===== config.mk =====
export PLATFORM = sky130hd
export DESIGN_NAME = encoder_8_3_queued
export DESIGN_NICKNAME = d
export VERILOG_FILES = /design/src/rtl/encoder_8_3_queued.sv
export SDC_FILE = /design/constraint.sdc
export NUM_CORES = 1
export LEC_CHECK = 0
export ABC_AREA = 1
export CAP_MARGIN = 20
export CORE_MARGIN = 1
export CORE_UTILIZATION = 46
export CTS_CLUSTER_SIZE = 20
export DETAILED_ROUTE_END_ITERATION = 10
export PLACE_DENSITY = 0.81
export SLEW_MARGIN = 10
export SYNTH_ARGS = -nofsm -noshare
export SYNTH_HDL_FRONTEND = slang
export SYNTH_SLANG_ARGS = --single-unit

===== constraint.sdc =====
create_clock -name clk -period 2.61 [get_ports clk]
set_input_delay 0.522 -clock clk [delete_from_list [all_inputs] [get_ports clk]]
set_output_delay 0.522 -clock clk [all_outputs]
set_load 0.02 [all_outputs]

===== src/rtl/encoder_8_3_queued.sv =====
// rtl/encoder_8_3_queued.sv - 8-to-3 priority request encoder with pending store and valid/ready output
module encoder_8_3_queued (
  input  logic       clk,
  input  logic       rst,
  input  logic [7:0] insig,
  output logic [2:0] outsig,
  output logic       out_valid,
  input  logic       out_ready,
  output logic [7:0] pending,
  output logic       ovf,
  input  logic       ovf_clr
);

  typedef enum logic {EMPTY, FULL} state_t;

  state_t     state, state_next;
  logic [7:0] cand;
  logic [7:0] win_onehot;
  logic [7:0] pending_next;
  logic [2:0] win;
  logic [2:0] outsig_next;
  logic       free;
  logic       load;
  logic       ovf_next;

  always_comb begin
    cand = pending | insig;
    free = (state == EMPTY) | out_ready;
    load = free & (|cand);
  end

  // Ascending scan: the last set bit seen is the highest, so it wins.
  always_comb begin
    win = 3'd0;
    for (int i = 0; i < 8; i++) begin
      if (cand[i]) win = 3'(i);
    end
    win_onehot = 8'b0000_0001 << win;
  end

  always_comb begin
    state_next   = state;
    outsig_next  = outsig;
    pending_next = cand;
    if (load) begin
      state_next   = FULL;
      outsig_next  = win;
      pending_next = cand & ~win_onehot;
    end else if ((state == FULL) && out_ready) begin
      state_next = EMPTY;
    end
  end

  // A fresh collision beats a clear issued in the same cycle.
  always_comb begin
    ovf_next = ovf;
    if (|(insig & pending)) ovf_next = 1'b1;
    else if (ovf_clr)       ovf_next = 1'b0;
  end

  always_ff @(posedge clk) begin
    if (rst) begin
      state   <= EMPTY;
      outsig  <= 3'd0;
      pending <= 8'h00;
      ovf     <= 1'b0;
    end else begin
      state   <= state_next;
      outsig  <= outsig_next;
      pending <= pending_next;
      ovf     <= ovf_next;
    end
  end

  assign out_valid = (state == FULL);

endmodule


==> flow_metrics.env <==
export IMPL_grt_pass1_vias=696
export IMPL_path_class="flip-flop to output pin"
export IMPL_dieHeight_um=41.6
export IMPL_p_int_mw=0.336
export IMPL_cts_setup_buffers=0
export IMPL_nets=141
export IMPL_critPathBufInv=1
export IMPL_io_buffers=24
export IMPL_power_total_mw=0.492
export IMPL_muxShareOfSynthArea_pct=0
export IMPL_reg2reg_depth=7
export IMPL_holdPathEnd="outsig[1]"
export IMPL_synth_fa_ha_area_share_pct=0
export IMPL_fillers=110
export IMPL_viasPerCell=5.09
export IMPL_die_x_um=41.6
export IMPL_final_common_cell="nand2_1"
export IMPL_tns_ns=0
export IMPL_maxCapViolations=0
export IMPL_drv_slew=0
export IMPL_worstHoldStart="outsig[1]"
export IMPL_cp_required_ns=2.09
export IMPL_end_kind="output pin"
export IMPL_dpl_instance_area_um2=975
export IMPL_gp_congestion=0.883
export IMPL_path_cells="clkdlybuf4s50_1"
export IMPL_initial_core_util_pct=52.1
export IMPL_num_vias=728
export IMPL_synth_compound_area_share_pct=13.4
export IMPL_combPwrFrac_pct=28.1
export IMPL_p_clk_share_pct=26.2
export IMPL_ioPinCount=25
export IMPL_p_leak_nw=0.485
export IMPL_final_area_um2=1000
export IMPL_synth_cell_types=19
export IMPL_clk_pin_slew_ns=0.08
export IMPL_rsz0062_at_grt="no"
export IMPL_synth_top_area_cell="dfxtp_1"
export IMPL_syn_num_nets=113
export IMPL_rows=13
export IMPL_p_seq_share_pct=45.6
export IMPL_whs_path_depth=2
export IMPL_dr_first_iter_drc_count=19
export IMPL_hold_viol_final=0
export IMPL_worst_r2r_setup_slack_ns=1.38
export IMPL_yosysWarnings=0
export IMPL_fin_util_pct=72.4
export IMPL_fmax_mhz=539
export IMPL_power_switching_mw=0.156
export IMPL_yosys_area_share_simple_pct=41.5
export IMPL_fin_skew_ns=0.00145
export IMPL_critPathSlowestCell="clkdlybuf4s50_1"
export IMPL_synth_avg_cell_area_um2=7.14
export IMPL_finalCritPeriodShare_pct=71.1
export IMPL_firstDrtPassIters=5
export IMPL_min_period_ns=1.85
export IMPL_cts_root_buffer="clkbuf_4"
export IMPL_grt_max_degree=10
export IMPL_hold_class="flip-flop to flip-flop"
export IMPL_p_per_area_nw_per_um2=492
export IMPL_vdd_ir_drop_max_uv=407
export IMPL_worstMarginPinSlew_ns=0.275
export IMPL_critPathArrivalTime_ns=1.33
export IMPL_crit_family="buffers and inverters"
export IMPL_setup_viol=0
export IMPL_yosysTopAreaCellShare_pct=36.1
export IMPL_cts_hold_buf=0
export IMPL_synthCells=101
export IMPL_slew_headroom_pct=81.6
export IMPL_die_area_um2=1730
export IMPL_syn_cell_area_um2=721
export IMPL_clockBufferDepth=2
export IMPL_synth_top_family_by_area="simple AND/OR/NAND/NOR gates"
export IMPL_r2r_end="outsig[2]"
export IMPL_cts_resized_gates=0
export IMPL_drcViolationCount=0
export IMPL_wl_um=1630
export IMPL_antenna_found_initial=0
export IMPL_avgRoutedWirePerCell_um=11.4
export IMPL_cts_buffers=3
export IMPL_path_max_fanout=3
export IMPL_synthXorXnorAreaFrac_pct=0
export IMPL_layout_common_cells="25 x nand2_1, 24 x clkdlybuf4s50_1, 15 x inv_1"
export IMPL_n_antenna_cell=0
export IMPL_grt_overflow=0
export IMPL_status="finished, final reports clean"
export IMPL_gr_usage_all_layers_pct=21.5
export IMPL_yosys_top_cells_area="dfxtp_1 36%, nand2_1 13%, inv_1 7.8%"
export IMPL_fp_coreArea_um2=1380
export IMPL_dp_hpwl_um=1240
export IMPL_ys_ff_latch=13
export IMPL_htreeDepth=1
export IMPL_grt_pass1_wl_um=2910
export IMPL_max_stage_delay_ns=0.64
export IMPL_synthToLayoutAreaGrowth_pct=38.9
export IMPL_antenna_left=0
export IMPL_regToRegStartpoint="pending[5]"
export IMPL_drive_gt1_share_pct=10.2
export IMPL_cts_tree="built"
export IMPL_start_kind="flip-flop"
export IMPL_swShare_pct=31.7
export IMPL_cts_sinks=13
export IMPL_insertion_delay_ns=0.28
export IMPL_yosysSeqAreaShare_pct=36.1
[metrics by stage]
step	setup WS (ns)	instances	hold slack, ns
after floorplan	1.33	101	0.530
after global placement	0.804	139	0.449
after detailed placement	0.782	139	0.453
after CTS	0.768	143	0.464
after global routing	0.712	143	0.512
final	0.755	143	0.465
[synth_stat cells]
library cell  count
nor2_4            4
inv_1            15
nand3_4           1
or2_1             2
o211ai_1          1
nand4_1           1
o21ai_0           5
nor2_8            1
nor2_2            1
clkinv_1          1
nand2_1          25
nand3_1           6
clkbuf_2          1
nand2_4           3
dfxtp_1          13
nor2_1            9
o21a_1            1
a21oi_1          10
a31oi_1           1
[sequential cells by signal, summed over array words and instances (netlist names)]
| register | flops |
|---|---|
| out_valid | 1 |
| outsig | 3 |
| ovf | 1 |
| pending | 8 |
[cells by family (layout without fill, tap and decap cells)]
kind of cell,Yosys count,in the layout
AO/OA/AOI/OAI,18,18
buffers and inverters,17,44
AND/OR/NAND/NOR,53,53
flip-flops,13,13
[power by group through the flow]
stage                     clock [mW]  combinational, mW  sequential (mW)
after floorplan                    0             0.0578            0.248
after global placement             0              0.136            0.229
after detailed placement           0              0.137            0.229
after CTS                      0.129              0.139            0.225
after global routing           0.141              0.152            0.228
final                          0.129              0.138            0.225
[how the worst max path moves through the flow]
stage	startpoint	to	slack, ns	depth (start not counted)
6_report	pending[5]	pending[5]	0.76	1
5_1_grt	pending[5]	pending[5]	0.71	1
4_1_cts	pending[5]	pending[5]	0.77	1
3_5_place_dp	insig[5]	out_valid	0.78	9
3_3_place_gp	insig[5]	out_valid	0.80	9
2_1_floorplan	insig[0]	outsig[0]	1.33	7
[worst register-to-register path, delay by kind of cell (launching register included)]
| kind | cells | cell delay, ns |
|---|---|---|
| AO/OA/AOI/OAI | 1 | 0.14 |
| flip-flops | 1 | 0.35 |
| AND/OR/NAND/NOR | 6 | 0.67 |
[layout make-up]
cell class | count | area (um^2) | area share [%]
clock buffer | 4 | 26.3 | 2.63
inverter | 16 | 60.1 | 6.00
multi-input combinational | 71 | 395 | 39.5
sequential | 13 | 260 | 26.0
tap | 15 | 18.8 | 1.88
timing repair buffer | 24 | 240 | 24.0
[routing by layer]
layer | share of wire (%) | vias up | wire length (um) | GRT usage, %
li1 | - | 372 | - | -
met1 | 46 | 322 | 748 | 26.1
met2 | 46 | 27 | 747 | 36.3
met3 | 5.5 | 7 | 89 | 4.35
met4 | 2.9 | 0 | 47 | 9.68
met5 | 0 | - | 0 | 0
Note: power is estimated with default switching activity, not from simulation.
